### src/rtl/pe_pkg.sv
// Shared types and constants for the PE sequencer slice.
// Mode encoding matches the pe_unit_new mode port.
package pe_pkg;

    localparam int PE_DATA_WIDTH = 16;
    localparam int PE_ACC_WIDTH  = 32;
    localparam int PE_FRAC_BITS  = 8;

    typedef enum logic [1:0] {
        MAC = 2'b00,
        EWM = 2'b01,
        EWA = 2'b10,
        ILL = 2'b11
    } pe_mode_e;

    typedef enum logic [1:0] {
        IDLE,
        RUN,
        DRAIN
    } seq_state_e;

endpackage

### src/rtl/pe_res_fifo.sv
// Result FIFO of {last, data}; supports push and pop in the same
// cycle even when full.
module pe_res_fifo #(
    parameter int WIDTH = 33,
    parameter int DEPTH = 4
) (
    input  logic                     clk,
    input  logic                     rst_n,
    input  logic                     push_i,
    input  logic [WIDTH-1:0]         data_i,
    input  logic                     pop_i,
    output logic [WIDTH-1:0]         data_o,
    output logic                     empty_o,
    output logic                     full_o,
    output logic [$clog2(DEPTH):0]   free_o
);

    localparam int PW = $clog2(DEPTH);

    logic [WIDTH-1:0] mem_q [DEPTH];
    logic [PW:0]      wr_q;
    logic [PW:0]      rd_q;
    logic [PW:0]      cnt;
    logic             wr_en;
    logic             rd_en;

    assign cnt     = wr_q - rd_q;
    assign empty_o = (cnt == '0);
    assign full_o  = (cnt == (PW+1)'(DEPTH));
    assign free_o  = (PW+1)'(DEPTH) - cnt;
    assign rd_en   = pop_i & ~empty_o;
    assign wr_en   = push_i & (~full_o | rd_en);
    assign data_o  = empty_o ? '0 : mem_q[rd_q[PW-1:0]];

    always_ff @(posedge clk or negedge rst_n) begin
        if (!rst_n) begin
            wr_q <= '0;
            rd_q <= '0;
        end else begin
            if (wr_en) wr_q <= wr_q + (PW+1)'(1);
            if (rd_en) rd_q <= rd_q + (PW+1)'(1);
        end
    end

    // Storage needs no reset; data_o is masked while empty.
    always_ff @(posedge clk) begin
        if (wr_en) mem_q[wr_q[PW-1:0]] <= data_i;
    end

endmodule

### src/rtl/pe_seq_ctrl.sv
// Command sequencer for one pe_unit_new: streams operand pairs,
// closes the MAC accumulator loop and buffers results.
module pe_seq_ctrl
    import pe_pkg::*;
#(
    parameter int DATA_WIDTH = PE_DATA_WIDTH,
    parameter int ACC_WIDTH  = PE_ACC_WIDTH,
    parameter int LEN_W      = 10,
    parameter int OUT_DEPTH  = 4
) (
    input  logic                  clk,
    input  logic                  rst_n,
    input  logic                  cmd_valid,
    output logic                  cmd_ready,
    input  logic [1:0]            cmd_mode,
    input  logic [LEN_W-1:0]      cmd_len,
    input  logic [ACC_WIDTH-1:0]  cmd_bias,
    input  logic                  op_valid,
    output logic                  op_ready,
    input  logic [DATA_WIDTH-1:0] op_a,
    input  logic [DATA_WIDTH-1:0] op_b,
    output logic                  pe_valid_in,
    output logic [1:0]            pe_mode,
    output logic [DATA_WIDTH-1:0] pe_a,
    output logic [DATA_WIDTH-1:0] pe_b,
    output logic [ACC_WIDTH-1:0]  pe_acc_in,
    input  logic [ACC_WIDTH-1:0]  pe_result,
    input  logic                  pe_valid_out,
    output logic                  res_valid,
    input  logic                  res_ready,
    output logic [ACC_WIDTH-1:0]  res_data,
    output logic                  res_last,
    output logic                  busy,
    output logic                  err_mode
);

    localparam int PW = $clog2(OUT_DEPTH);

    seq_state_e           state_q;
    pe_mode_e             mode_q;
    logic [LEN_W-1:0]     cnt_q;
    logic [ACC_WIDTH-1:0] acc_q;
    logic                 inflight_q;
    logic                 err_q;

    logic is_idle, is_run, is_drain, is_mac;
    logic cmd_hs, op_hs, last_issue, fifo_ok;
    logic len0_mac, len0_full;
    logic push, push_last;
    logic [ACC_WIDTH-1:0] push_data;
    logic [ACC_WIDTH:0]   fifo_dout;
    logic fifo_empty, fifo_full;
    logic [PW:0] fifo_free;

    assign is_idle    = (state_q == IDLE);
    assign is_run     = (state_q == RUN);
    assign is_drain   = (state_q == DRAIN);
    assign is_mac     = (mode_q == MAC);
    assign last_issue = (cnt_q == LEN_W'(1));

    // One slot must stay free for a result already inside the PE.
    assign fifo_ok   = fifo_free > (PW+1)'(inflight_q);
    assign op_ready  = is_run & ((is_mac & ~last_issue) | fifo_ok);
    assign op_hs     = op_valid & op_ready;

    assign len0_mac  = (cmd_mode == MAC) & (cmd_len == '0);
    assign len0_full = fifo_full & len0_mac;
    assign cmd_ready = is_idle & ~len0_full;
    assign cmd_hs    = cmd_valid & cmd_ready;

    assign pe_valid_in = op_hs;
    assign pe_mode     = mode_q;
    assign pe_a        = is_run ? op_a : '0;
    assign pe_b        = is_run ? op_b : '0;

    always_comb begin
        pe_acc_in = '0;
        if (is_run && is_mac)
            pe_acc_in = pe_valid_out ? pe_result : acc_q;
    end

    always_comb begin
        push      = 1'b0;
        push_last = 1'b0;
        push_data = pe_result;
        unique case (1'b1)
            is_idle: begin
                push      = cmd_hs & len0_mac;
                push_last = 1'b1;
                push_data = cmd_bias;
            end
            is_run: push = pe_valid_out & ~is_mac;
            is_drain: begin
                push      = pe_valid_out;
                push_last = 1'b1;
            end
            default: ;
        endcase
    end

    always_ff @(posedge clk or negedge rst_n) begin
        if (!rst_n) begin
            state_q    <= IDLE;
            mode_q     <= MAC;
            cnt_q      <= '0;
            acc_q      <= '0;
            inflight_q <= 1'b0;
            err_q      <= 1'b0;
        end else begin
            inflight_q <= op_hs;
            if (pe_valid_out && !is_idle) acc_q <= pe_result;
            unique case (state_q)
                IDLE: if (cmd_hs) begin
                    if (cmd_mode == ILL) begin
                        err_q <= 1'b1;
                    end else begin
                        mode_q <= pe_mode_e'(cmd_mode);
                        cnt_q  <= cmd_len;
                        acc_q  <= cmd_bias;
                        if (cmd_len != '0) state_q <= RUN;
                    end
                end
                RUN: if (op_hs) begin
                    cnt_q <= cnt_q - LEN_W'(1);
                    if (last_issue) state_q <= DRAIN;
                end
                DRAIN: state_q <= IDLE;
                default: state_q <= IDLE;
            endcase
        end
    end

    pe_res_fifo #(
        .WIDTH (ACC_WIDTH + 1),
        .DEPTH (OUT_DEPTH)
    ) u_fifo (
        .clk     (clk),
        .rst_n   (rst_n),
        .push_i  (push),
        .data_i  ({push_last, push_data}),
        .pop_i   (res_ready),
        .data_o  (fifo_dout),
        .empty_o (fifo_empty),
        .full_o  (fifo_full),
        .free_o  (fifo_free)
    );

    assign res_valid = ~fifo_empty;
    assign res_last  = fifo_dout[ACC_WIDTH];
    assign res_data  = fifo_dout[ACC_WIDTH-1:0];
    assign busy      = ~is_idle | ~fifo_empty;
    assign err_mode  = err_q;

endmodule

### config.mk
export PLATFORM = sky130hd
export DESIGN_NAME = pe_seq_ctrl
export DESIGN_NICKNAME = d
export VERILOG_FILES = /design/src/rtl/pe_pkg.sv /design/src/rtl/pe_res_fifo.sv /design/src/rtl/pe_seq_ctrl.sv
export SDC_FILE = /design/constraint.sdc
export NUM_CORES = 1
export LEC_CHECK = 0
export ABC_CLOCK_PERIOD_IN_PS = 5350
export CAP_MARGIN = 20
export CORE_UTILIZATION = 50
export DETAILED_ROUTE_END_ITERATION = 8
export PLACE_DENSITY = 0.81
export SYNTH_ARGS = -nofsm -noshare
export SYNTH_HDL_FRONTEND = slang
export SYNTH_SLANG_ARGS = --single-unit
### constraint.sdc
create_clock -name clk -period 5.35 [get_ports clk]
set_input_delay 1.07 -clock clk [delete_from_list [all_inputs] [get_ports clk]]
set_output_delay 1.07 -clock clk [all_outputs]
set_load 0.01 [all_outputs]
==> results.md <==
- Status: complete, no violations
- Starting Density: between 50% and 60%
- CTS H-Tree Depth: 4
- CTS tree: done
- Crit path required time: 4280 ps
- Uppermost routed layer: met4
- RePlAce Congestion: roughly 0.84
- Final setup margin: 734.4 ps
- Largest area contributor in the netlist: edfxtp_1
- Clock transition at path regs: roughly 70 ps
- Critical path class: register to primary output
- Place WS: 1219 ps
- Fmax: between 0.2 and 0.25 GHz
- # port buffers: 218
- Die width: ~140 um
- TNS Setup: 0 ps
- Hold Violations, Final: 0
- WL met1: around 8600 um
- Relative slew slack: 37.45%
- Post-route cell area: between 10000 and 15000 um^2
- Routed vias/inst: ~5.6
- Resized cells post-CTS: 0
- Register area share after synthesis: approximately three fifths
- Final setup fails: 0
- Worst-case clock buffer depth: 2
- Worst Clk Skew: roughly 9.5 ps
- Initial antenna violation count: 0
- RSZ-0062 raised after global routing: no
- Routed length on met3: 969 um
- # nets final: 993
- Primary FF master, synth: edfxtp_1
- P_leak: between 4 and 5 nW
- Tmin final: between 4000 and 5000 ps
- Post-synth EDFFs: around 130
- Via count: 6139
- VDD IR max: approximately 400 uV
- DR pass1 iterations: 4
- Global-route wire length before repair: approximately 33000 um
- Critical Path End Type: primary output
- Post-Syn Area per Cell: roughly 14 um^2
- Slew Limit Fails: 0
- N_diodes: 0
- Share of layout cells above drive strength 1: 14.22%
- # rows: 48
- Cells after DPL: approximately 1100
- Max-cap viol count: 0
- Dominant cells by area after synthesis: edfxtp_1 44%, dfrtp_1 15%, mux4_2 8.3%, mux2i_1 7.1%, and2_1 4.8%
- CTS buffer count: 17
- Area of the mapped netlist: between 8000 and 9000 um^2
- Final Hold Slack: 485.1 ps
- Met2 Wirelength: around 12000 um
- WL/cell: 19.39 um
- Antenna-violating nets left: 0
- Postcts setup bufs: 0
- GRT Residual Overflow: 0
- Crit-path max FO: 19
- CORE AREA: 17420 um^2
- Clock Sinks: about 190
- Syn Inst Count: 659
- #FFs+latches synth: roughly 190
- Ports: 219
- # fillers: ~1200
- Clock root buffer: clkbuf_16
- Async set-reset flop share out of synthesis: roughly 29%
- Finished Layout Cells: ~1100
- Area share of the largest cell type after synthesis: about 44%
- CP arrival: between 3000 and 4000 ps
- Worst-skew pair later-pin latency: roughly 430 ps
- Syn Nets: about 790
- Worst Tran Pin Value: 938.2 ps
- Total wire length: around 21000 um
- DRC violations left: 0
- DPL Wire Length: between 10000 and 15000 um
- Drt initial violations: about 310
- Cts hold-fix bufs: 0
- Vias in the first global route: about 6500
- Die Y: 135.9 um
- Tcrit/Tclk final: 86.27%
- Hold Path Class: register to register
- Die ar.: roughly 18000 um^2
- Synth cell types: 46
- Largest net degree at the start of global routing: 55
- Crit start category: register
- P per Cell Area: 516.8 nW/um^2
- Tot GR Track Use: 24.18%
- Area grow syn2layout: 33.92%
- Yosys warning total: 0
- Placed Area: ~11000 um^2
-- state kept, by name, indices dropped and copies added, names as in the netlist --
register	count
state_q	2
err_mode	1
u_fifo.rd_q	3
cnt_q	10
u_fifo.mem_q	132
acc_q	32
u_fifo.wr_q	3
inflight_q	1
pe_mode	2
-- Yosys cell counts (2+ instances only) --
cell type / count
edfxtp_1: 132
nor2_1: 93
and2_1: 69
mux2i_1: 64
dfrtp_1: 54
a21oi_1: 44
mux2_2: 33
mux4_2: 33
clkbuf_1: 24
buf_2: 13
inv_1: 13
ha_1: 12
o22a_1: 9
a31oi_1: 6
o21ai_0: 6
nand2_1: 5
nand3_1: 5
buf_1: 4
nor3_1: 4
xnor2_1: 4
nor4_1: 2
nor4b_1: 2
o211ai_1: 2
o21ai_1: 2
or4_1: 2
xor2_1: 2
-- area by class of cell --
type	count	area, um^2	share of cell area (%)
clock buffer	19	432.9	3.606
multi-input combinational	417	3457	28.80
inverter	13	48.80	0.4065
clock inverter	13	143.9	1.199
tap	225	281.5	2.345
sequential	186	5318	44.30
timing repair buffer	231	2322	19.35
-- where the power goes --
part           total (mW)  switching, mW  internal [mW]
Sequential           2.07          0.151           1.92
Combinational        2.91           1.38           1.52
Clock                1.23          0.534          0.692
-- layout by cell type (no fill, tap or decap), types with 3 or more instances in the layout --
cell             instances
a21oi_1                 44
a31oi_1                  6
and2_1                  66
and2_2                   3
buf_4                   10
clkbuf_16               17
clkdlybuf4s50_1        216
clkinv_4                 4
dfrtp_1                 52
edfxtp_1               132
ha_1                    12
inv_1                   13
mux2_2                  33
mux2i_1                 64
mux4_2                  33
nand2_1                  5
nand3_1                  5
nor2_1                  91
nor3_1                   4
o21ai_0                  6
o22a_1                   9
xnor2_1                  4
-- worst paths after layout --
| check | startpoint | to | slack, ps | cells after the start |
|---|---|---|---|---|
| hold reg to reg | err_mode | err_mode | 490 | 1 |
| setup / recovery | u_fifo.wr_q[0] | res_data[0] | 730 | 11 |
| hold / removal | err_mode | err_mode | 490 | 1 |
| min in group asynchronous | rst_n | cnt_q[0] | 790 | 2 |
| max in group asynchronous | rst_n | u_fifo.rd_q[0] | 4010 | 2 |
| setup reg to reg | u_fifo.wr_q[0] | u_fifo.mem_q[0][18] | 1270 | 12 |
-- critical path, stage by stage, from the launching register on --
cell,delay [ps]
dfrtp_1,420
inv_1,160
ha_1,190
inv_1,50
fa_1,480
inv_1,40
ha_1,210
ha_1,200
inv_1,360
buf_4,310
and2_1,170
clkdlybuf4s50_1,530
-- routing by layer --
metal,vias to the layer above,GRT usage [%]
li1,2847,-
met1,3050,27.80
met2,218,45.12
met3,24,4.325
met4,0,8.025
met5,-,0
-- through the flow --
step | total power, mW | util [%]
2_1_floorplan | 3.646 | -
3_3_place_gp | 4.914 | 65.29
3_5_place_dp | 5.004 | 65.29
4_1_cts | 6.242 | 68.61
5_1_grt | 6.527 | 68.92
6_report | 6.203 | 68.92
-- cell families (layout without fill, tap and decap cells) --
group	count (synthesis)	after routing	share of synthesized area (%)
AO/OA/AOI/OAI	79	79	5.332
multiplexers	131	131	19.71
flip-flops	186	186	59.30
adder cells (fa/ha/maj)	13	13	1.898
AND/OR/NAND/NOR	188	188	10.55
XOR/XNOR	6	6	0.5863
buffers and inverters	56	276	2.624
Note: power is estimated with default switching activity, not from simulation.
